$ cat src/rtl/counter_mod_cascade_if.sv
// Control/status bundle between the dispenser controller and the cascaded counter.
// The freeze signal exists only when CNTM_FREEZE_EN is defined.
interface counter_mod_cascade_if #(
   parameter int unsigned DIGITS = 2,
   parameter int unsigned DW     = 4
);
   logic                   enable;
   logic                   up_down;
   logic                   load;
   logic [DIGITS*DW-1:0]   load_value;
   logic [DIGITS*DW-1:0]   count_out;
   logic                   zero;
   logic                   tc_pulse;
   logic                   carry_out;
`ifdef CNTM_FREEZE_EN
   logic                   freeze;
`endif

   modport master (
`ifdef CNTM_FREEZE_EN
      output freeze,
`endif
      output enable, up_down, load, load_value,
      input  count_out, zero, tc_pulse, carry_out
   );

   modport slave (
`ifdef CNTM_FREEZE_EN
      input  freeze,
`endif
      input  enable, up_down, load, load_value,
      output count_out, zero, tc_pulse, carry_out
   );
endinterface

$ cat src/rtl/counter_mod_cascade.sv
// Cascade of DIGITS modulo-BASE digit counters (up/down, load, wrap/saturate) with a
// registered output stage. Optional output freeze is enabled by defining CNTM_FREEZE_EN.
module counter_mod_cascade #(
   parameter int unsigned DIGITS = 2,
   parameter int unsigned BASE   = 10,
   parameter int unsigned DW     = 4,
   parameter int unsigned WRAP   = 1
) (
   input  logic                  clk,
   input  logic                  reset,
   counter_mod_cascade_if.slave  bus
);
   localparam int unsigned        W     = DIGITS * DW;
   localparam int unsigned        DW1   = DW + 1;
   localparam logic [DW-1:0]      DMAX  = DW'(BASE - 1);
   localparam logic [DW1-1:0]     DBASE = DW1'(BASE);

   logic [W-1:0] cnt;
   logic [W-1:0] cnt_nxt;
   logic [W-1:0] count_q;
   logic         bnd_q;
   logic         bnd_nxt;
   logic         tc_q;
   logic         all_max;
   logic         all_zero;
   logic         at_bound;
   logic         boundary;
   logic         ripple;

   // Boundary detection on the internal count
   always_comb begin : detect_bound
      all_max  = 1'b1;
      all_zero = 1'b1;
      for (int unsigned i = 0; i < DIGITS; i++) begin
         if (cnt[i*DW +: DW] != DMAX) all_max  = 1'b0;
         if (cnt[i*DW +: DW] != '0)   all_zero = 1'b0;
      end
   end

   assign at_bound      = bus.up_down ? all_max : all_zero;
   assign boundary      = bus.enable & ~bus.load & at_bound;
   assign bus.carry_out = boundary;

   // Next internal count: load (with clamp) beats step; a digit steps only when all lower digits rolled
   always_comb begin : next_count
      cnt_nxt = cnt;
      ripple  = 1'b1;
      if (bus.load) begin
         for (int unsigned i = 0; i < DIGITS; i++) begin
            cnt_nxt[i*DW +: DW] = ({1'b0, bus.load_value[i*DW +: DW]} >= DBASE)
                                  ? DMAX : bus.load_value[i*DW +: DW];
         end
      end else if (bus.enable && !(boundary && (WRAP == 0))) begin
         for (int unsigned i = 0; i < DIGITS; i++) begin
            if (ripple) begin
               if (bus.up_down) begin
                  cnt_nxt[i*DW +: DW] = (cnt[i*DW +: DW] == DMAX) ? '0 : cnt[i*DW +: DW] + DW'(1);
               end else begin
                  cnt_nxt[i*DW +: DW] = (cnt[i*DW +: DW] == '0) ? DMAX : cnt[i*DW +: DW] - DW'(1);
               end
            end
            ripple = ripple & (bus.up_down ? (cnt[i*DW +: DW] == DMAX)
                                           : (cnt[i*DW +: DW] == '0));
         end
      end
   end

`ifdef CNTM_FREEZE_EN
   assign bnd_nxt = boundary & ~bus.freeze;
`else
   assign bnd_nxt = boundary;
`endif

   // Internal stage: count plus a pending boundary flag that travels with it
   always_ff @(posedge clk or negedge reset) begin
      if (!reset) begin
         cnt   <= '0;
         bnd_q <= 1'b0;
      end else begin
         cnt   <= cnt_nxt;
         bnd_q <= bnd_nxt;
      end
   end

   // Output stage: one cycle behind the internal stage so tc_pulse lines up with the wrapped value
   always_ff @(posedge clk or negedge reset) begin
      if (!reset) begin
         count_q <= '0;
         tc_q    <= 1'b0;
      end else begin
`ifdef CNTM_FREEZE_EN
         if (bus.freeze) begin
            tc_q <= 1'b0;
         end else begin
            count_q <= cnt;
            tc_q    <= bnd_q;
         end
`else
         count_q <= cnt;
         tc_q    <= bnd_q;
`endif
      end
   end

   assign bus.count_out = count_q;
   assign bus.tc_pulse  = tc_q;
   assign bus.zero      = (count_q == '0);
endmodule

$ cat src/flat_wrapper.sv
// flat-port wrapper written by rule: the top's interface ports become plain ports
module counter_mod_cascade_flat 
#(
   parameter int unsigned DIGITS = 2,
   parameter int unsigned BASE   = 10,
   parameter int unsigned DW     = 4,
   parameter int unsigned WRAP   = 1
)
  (clk, reset, bus_enable, bus_up_down, bus_load, bus_load_value, bus_count_out, bus_zero, bus_tc_pulse, bus_carry_out);
  counter_mod_cascade_if #(.DIGITS(DIGITS), .DW(DW)) bus_i ();
  input  logic clk;
  input  logic reset;
  input wire logic [$bits(bus_i.enable)-1:0] bus_enable;
  input wire logic [$bits(bus_i.up_down)-1:0] bus_up_down;
  input wire logic [$bits(bus_i.load)-1:0] bus_load;
  input wire logic [$bits(bus_i.load_value)-1:0] bus_load_value;
  output wire logic [$bits(bus_i.count_out)-1:0] bus_count_out;
  output wire logic [$bits(bus_i.zero)-1:0] bus_zero;
  output wire logic [$bits(bus_i.tc_pulse)-1:0] bus_tc_pulse;
  output wire logic [$bits(bus_i.carry_out)-1:0] bus_carry_out;
  assign bus_i.enable = bus_enable;
  assign bus_i.up_down = bus_up_down;
  assign bus_i.load = bus_load;
  assign bus_i.load_value = bus_load_value;
  assign bus_count_out = bus_i.count_out;
  assign bus_zero = bus_i.zero;
  assign bus_tc_pulse = bus_i.tc_pulse;
  assign bus_carry_out = bus_i.carry_out;
  counter_mod_cascade #(.DIGITS(DIGITS), .BASE(BASE), .DW(DW), .WRAP(WRAP)) u_core (.clk(clk), .reset(reset), .bus(bus_i));
endmodule
$ cat config.mk
export PLATFORM = sky130hd
export DESIGN_NAME = counter_mod_cascade_flat
export DESIGN_NICKNAME = d
export VERILOG_FILES = /design/src/rtl/counter_mod_cascade_if.sv /design/src/rtl/counter_mod_cascade.sv /design/src/flat_wrapper.sv
export SDC_FILE = /design/constraint.sdc
export NUM_CORES = 1
export LEC_CHECK = 0
export ABC_CLOCK_PERIOD_IN_PS = 2100
export BUFFER_PORTS_ARGS = -buffer_cell sky130_fd_sc_hd__buf_4
export CAP_MARGIN = 20
export CORE_ASPECT_RATIO = 1.5
export CORE_MARGIN = 5
export CORE_UTILIZATION = 52
export DETAILED_ROUTE_END_ITERATION = 8
export MAX_ROUTING_LAYER = met4
export PLACE_DENSITY_LB_ADDON = 0.12
export SLEW_MARGIN = 20
export SYNTH_ARGS = -nofsm -noshare
export SYNTH_HDL_FRONTEND = slang
export SYNTH_SLANG_ARGS = --single-unit
$ cat constraint.sdc
create_clock -name clk -period 2.1 [get_ports clk]
set_clock_uncertainty 0.15 [all_clocks]
set_input_delay 0.105 -clock clk [delete_from_list [all_inputs] [get_ports clk]]
set_output_delay 0.105 -clock clk [all_outputs]
set_load 0.1 [all_outputs]
==> impl_results.md, run 1 <==
* Vias per inst at 5.844
* Crit path DAT at 1.81 ns
* Status: completed
* Main flop type after synthesis: dfrtp_1
* Final worst slack at 0.03931 ns
* Max IR drop VDD at 0.4236 mV
* Die Ht at 65.55 um
* Commonest cells after routing, fill and taps aside: 29 x buf_4, 12 x nand2_1, 11 x o21ai_0, 10 x dlygate4sd3_1, 10 x dfrtp_1
* Final Max Slew Viols at 0
* Power Density at 701.3 nW/um^2
* IO Port Bufs at 23
* Core Rows at 20
* Post-synth EDFFs at 0
* GPL Wtd Cong at 0.7718
* Mapped Nets at 129
* DR WL met2 at 1261 um
* Count of antenna-violating nets left after detailed routing at 0
* Pin count of the biggest net entering global routing at 23
* Gate Count Post-Synth at 116
* WL met1 at 1081 um
* Max Root-Sink Buffers at 2
* DRC Markers at 0
* Vias in the first global route at 907
* Post-synthesis sequential area ratio at 0.4211
* CTS root buf: clkbuf_4
* Synthesized flop and latch total at 18
* Chip width at 47.04 um
* Layout cells sized above 1 at 0.3576
* Clock slew at reported path FFs at 0.10 ns
* Slew headroom at 0.6557
* Iter 0 DRT Violations at 33
* FMAX at 485.3 MHz
* Via count at 1011
* Num CTS Buffers at 3
* Total Power at 1.017 mW
* Tightest hold margin at 0.002341 ns
* Leakage at 0.6362 nW
* CP Data Required Time at 1.85 ns
* Antenna violations before repair at 0
* Layout Area Growth over Synthesis at 35.56%
* Setup CP Type: register to primary output
* Initial Util at 0.5344
* Clk sinks at 18
* Die area at 3083 um^2
* Most common cell after layout, fill and taps aside: buf_4
* Total congestion overflow at 0
* Final min period at 2.061 ns
* Least-Margin Pin Slew at 0.5035 ns
* Max Fanout on Critical Path at 6
* Ys Warns at 0
* Drt first pass iters at 4
* Ports at 24
* CP endpoint kind: primary output
* Top Layer Used: met4
* Wire per inst at 14.79 um
* Max cap viols at 0
* Library cells used by synthesis at 44
* Synth Cell Area at 1070 um^2
* Total Wirelength at 2559 um
* Final setup vio count at 0
* Worst skew pair latency at 0.30 ns
* All-Layer GR Usage at 0.1830
* CTS tree: done
* DP Wirelength at 1670 um
* HP Class: input port to register
* Fin nets at 166
* CP startpoint kind: register
* Pre-CTS WS at 0.2994 ns
* Antenna Cells at 0
* Fraction of registers with async set/reset at 1.000
* First-pass GRT wire length at 3974 um
* Avg Inst Size Synth at 9.222 um^2
* Core area at 2002 um^2
* Met3 routed wirelength at 166 um
* Part of the cycle the worst path needs at 0.9813
* Final Hold Fails at 0
* # H-tree levels at 1
==> stage by stage <==
stage	utilization	cell area (um^2)	setup TNS, ns	cells
final	0.7244	1450	0	173
after global routing	0.7244	1450	-0.04958	173
after CTS	0.6963	1394	0	167
after detailed placement	0.6331	1267	0	154
after global placement	0.6331	1267	0	154
after floorplan	-	1106	-0.4716	116
==> power breakdown <==
| part | internal (mW) | leakage, nW | switching (mW) | total [mW] |
|---|---|---|---|---|
| clock network | 0.0670 | 0.0138 | 0.107 | 0.174 |
| registers | 0.386 | 0.214 | 0.0398 | 0.425 |
| logic | 0.150 | 0.408 | 0.268 | 0.418 |
==> routing by layer <==
layer,GRT usage,vias to the layer above
met2,0.2908,42
met5,-,-
met4,0.09343,0
met1,0.2178,474
li1,-,491
met3,0.02466,4
==> sequential cells by signal, indices dropped and copies added, names as in the netlist <==
register and cells:
u_core.bnd_q 1, u_core.bus.count_out 8, u_core.bus.tc_pulse 1, u_core.cnt 8
==> cell families (layout without fill, tap and decap cells) <==
| family | after synthesis | count (layout) | share of synthesized area |
|---|---|---|---|
| simple gates | 39 | 39 | 0.2094 |
| compound gates | 38 | 38 | 0.2597 |
| flops | 18 | 18 | 0.4211 |
| buf+inv | 17 | 52 | 0.07603 |
| xor+xnor | 3 | 3 | 0.02457 |
| mux | 1 | 1 | 0.009357 |
==> area by class of cell <==
| type | count | area (um^2) |
|---|---|---|
| Sequential cell | 18 | 460.4 |
| Clock buffer | 3 | 22.52 |
| Inverter | 7 | 26.28 |
| Multi-Input combinational cell | 81 | 560.5 |
| Timing Repair Buffer | 42 | 352.8 |
| Tap cell | 22 | 27.53 |
| Fill cell | 164 | 551.8 |
==> synth_stat cells, types with 2 or more instances <==
library cell | count | area [um^2]
a221oi_1 | 2 | 17.52
or4_1 | 2 | 15.01
nand3_1 | 3 | 15.01
o22ai_1 | 4 | 25.02
nor2_1 | 3 | 11.26
dfrtp_1 | 18 | 450.4
o221ai_1 | 2 | 17.52
clkbuf_1 | 3 | 11.26
nand2_1 | 12 | 45.04
xnor2_1 | 3 | 26.28
or2_2 | 2 | 12.51
a21oi_1 | 3 | 15.01
inv_1 | 7 | 26.28
nand3b_1 | 2 | 15.01
nor2b_1 | 3 | 18.77
o21ai_0 | 11 | 55.05
buf_2 | 5 | 25.02
nor3_1 | 3 | 15.01
o21a_1 | 3 | 22.52
==> worst paths after layout <==
| path | from | end | slack (ns) | cells after the start |
|---|---|---|---|---|
| max in group asynchronous | reset | u_core.bus.count_out[4] | 1.54 | 2 |
| min in group asynchronous | reset | u_core.bus.count_out[2] | 0.05 | 2 |
| min reg2reg | u_core.bnd_q | u_core.bus.tc_pulse | 0.22 | 0 |
| max reg2reg | u_core.cnt[2] | u_core.cnt[6] | 0.35 | 4 |
| min | bus_load_value[1] | u_core.cnt[1] | 0.002 | 4 |
| max | u_core.cnt[3] | bus_carry_out | 0.04 | 4 |
==> critical path, stage by stage, from the launching register on <==
cell and delay (ns):
dfrtp_2 0.46, or3_4 0.36, o22ai_1 0.14, nor4b_4 0.27, buf_6 0.27
==> what timing repair did <==
action | in CTS | in global routing
resized for setup | 1 | 3
hold buffers | 10 | 0
setup buffers | 0 | 6
endpoints found under the setup margin | 1 | 1
hold endpoints to repair | 27 | 0
Power figures use the tool's default switching activity.
==> inputs of run 2 (changes only) <==
--- a/config.mk
+++ b/config.mk
@@ -5,6 +5,7 @@
 export SDC_FILE = /design/constraint.sdc
 export NUM_CORES = 1
 export LEC_CHECK = 0
+export ABC_AREA = 1
 export ABC_CLOCK_PERIOD_IN_PS = 2100
 export BUFFER_PORTS_ARGS = -buffer_cell sky130_fd_sc_hd__buf_4
 export CAP_MARGIN = 20
==> run 2 against run 1 <==
  * Flip-flop and latch count unchanged
  * Count of clock-buffer cells in the layout increased by 1
  * Cell area decreased by 5.8%
  * Sequential power increased by 12%
  * Cell count increased by 18%
  * Critical path depth increased by 1
  * First-iteration DRC count decreased by 33%
  * Combinational power increased by 37%
  * Global-route usage increased by 2.9 points
  * Critical path type unchanged
  * Critical endpoint unchanged
  * Largest power group is now combinational cells
==> impl_results.md, run 2 <==
* Total Wirelength at 2652 um
* Layout Area Growth over Synthesis at 28.93%
* Final instance area at 1366 um^2
* Antenna violations before repair at 0
* Final setup TNS at 0 ns
* Final worst slack at 0.1125 ns
* Fin nets at 196
* Post-synthesis sequential area ratio at 0.4250
* Final Max Slew Viols at 0
* CP Data Required Time at 1.85 ns
* Synth area leader: dfrtp_1
* Avg Inst Size Synth at 7.065 um^2
* # H-tree levels at 1
* Initial Util at 0.5294
* Core area at 2002 um^2
* Synth top cells by count: 53 x nand2_1, 18 x dfrtp_1, 16 x nand3_1
* Chip width at 46.86 um
* Post-synth EDFFs at 0
* Power Density at 930.3 nW/um^2
* Final setup vio count at 0
* Wire per inst at 13.00 um
* Clock slew at reported path FFs at 0.12 ns
* Top-count cell post-synth: nand2_1
* Psw at 0.6045 mW
* CTS root buf: clkbuf_4
* WP buf/inv at 1
* All-Layer GR Usage at 0.2121
* Least-Margin Pin Slew at 0.2776 ns
* Antenna Cells at 0
* Comb pwr share at 0.450
* Gate Count Post-Synth at 150
* First-pass GRT wire length at 4595 um
* CP endpoint kind: primary output
* Status: completed
* Sequential Power Share at 0.374
* DRC Markers at 0
* HP Class: input port to register
* Placement Cell Area at 1252 um^2
* Final min period at 1.988 ns
* FMAX at 503.1 MHz
* Total congestion overflow at 0
* Worst stage delay on the critical path at 0.51 ns
* Drt first pass iters at 5
* Worst skew pair latency at 0.31 ns
* Vias in the first global route at 1128
* RSZ-0062 raised after global routing: false
* Top cell type's share of synthesized area at 0.4250
* CP startpoint kind: register
* Max Root-Sink Buffers at 2
* Fraction of registers with async set/reset at 1.000
* Synthesized flop and latch total at 18
* Pre-CTS WS at 0.3505 ns
* Iter 0 DRT Violations at 22
* Max cap viols at 0
* Top cells by area, synth: dfrtp_1 43%, nand2_1 19%, nand3_1 7.6%, nor2_1 5.3%, inv_1 3.9%
* Mapped Nets at 163
* Die area at 3059 um^2
* Pin count of the biggest net entering global routing at 19
* Core Rows at 20
* GPL Wtd Cong at 0.9465
* Library cells used by synthesis at 23
* Main flop type after synthesis: dfrtp_1
* Cell Count, Final, Fillers Out at 204
* Part of the cycle the worst path needs at 0.9464
* Crit path DAT at 1.73 ns
* DP Cell Count at 193
* Via count at 1086
* Most common cell after layout, fill and taps aside: nand2_1
* CP top delay family: simple AND/OR/NAND/NOR gates
* Clk sinks at 18
* Clock power share at 0.176
* Ports at 24
* DP Wirelength at 2039 um
* Int Power at 0.6666 mW
* Commonest cells after routing, fill and taps aside: 53 x nand2_1, 22 x buf_4, 17 x dfrtp_1, 16 x nand3_1, 14 x nor2_1
* Layout cells sized above 1 at 0.2637
* Max IR drop VDD at 0.5448 mV
* IO Port Bufs at 23
* Crit path cell chain: nor2_2 -> nand3_2 -> or2_1 -> a21oi_4 -> buf_6
* Num CTS Buffers at 3
* Tightest hold margin at 0.003832 ns
* Max Fanout on Critical Path at 9
* Die Ht at 65.29 um
* Slowest CP cell: dfrtp_2
* Final Hold Fails at 0
* Synth Cell Area at 1060 um^2
* Count of antenna-violating nets left after detailed routing at 0
* Switching Share at 0.4756
* Leakage at 0.7260 nW
* Setup CP Type: register to primary output
* CTS tree: done
* Vias per inst at 5.324
* Ys Warns at 0
* Slew headroom at 0.8142
==> run 2: cell types whose count changed after synthesis, sizes merged, moves of 4 or more <==
| cell | previous run | this run |
|---|---|---|
| buf | 7 | 2 |
| o22ai | 4 | 0 |
| nand3 | 3 | 19 |
| inv | 7 | 19 |
| nor2 | 3 | 20 |
| nand2 | 12 | 54 |
==> run 2: kinds of logic (layout without fill, tap and decap cells) <==
group	Yosys count	in the layout	synth area share
buf+inv	21	53	0.08501
compound gates	13	13	0.06848
simple gates	97	97	0.4132
flops	18	18	0.4250
xor+xnor	1	1	0.008266
==> run 2: power by group through the flow <==
stage	Combinational (mW)	Clock (mW)	Sequential (mW)
finish	0.572	0.224	0.475
global route	0.627	0.241	0.481
CTS	0.572	0.219	0.473
detailed placement	0.559	0	0.480
global placement	0.553	0	0.477
floorplan	0.234	0	0.671
==> run 2: through the flow <==
step	util	power, mW
floorplan	-	0.9058
global placement	0.6256	1.030
detailed placement	0.6256	1.039
CTS	0.6788	1.264
global route	0.6825	1.349
finish	0.6825	1.271
==> run 2: final timing paths <==
path                                        start                       to  slack [ns]  cells after the start
worst max-delay path                u_core.cnt[2]            bus_carry_out        0.11                      5
worst min-delay path            bus_load_value[7]            u_core.cnt[7]       0.004                      5
worst max register to register      u_core.cnt[1]            u_core.cnt[2]        0.29                      8
worst min register to register       u_core.bnd_q      u_core.bus.tc_pulse        0.21                      0
max in group asynchronous                   reset            u_core.cnt[4]        1.56                      2
min in group asynchronous                   reset  u_core.bus.count_out[0]        0.03                      2
==> run 2: worst min-delay path, delay by kind of cell <==
family                 cells  cell delay [ns]
buffers and inverters      1             0.08
AND/OR/NAND/NOR            4             0.25
==> run 2: repair_timing <==
action                                 CTS  global route
endpoints found under the hold margin   22             0
setup endpoints to repair                0             1
buffers inserted                         0             0
resized for setup                        0             3
hold buffers                             7             0
==> run 2: final cells by class <==
cell class	instances	area (um^2)
Clock buffer	4	36.28
Fill cell	178	635.6
Inverter	19	73.82
Timing Repair Buffer	30	246.5
Sequential cell	18	451.7
Tap cell	22	27.53
Multi-Input combinational cell	111	530.5
==> run 2: routing by layer <==
metal | vias up | GRT usage | wire, um
li1 | 538 | - | -
met2 | 48 | 0.3912 | 1495
met1 | 490 | 0.1955 | 900
met4 | 0 | 0.1176 | 85
met3 | 10 | 0.02466 | 171
met5 | - | - | 0
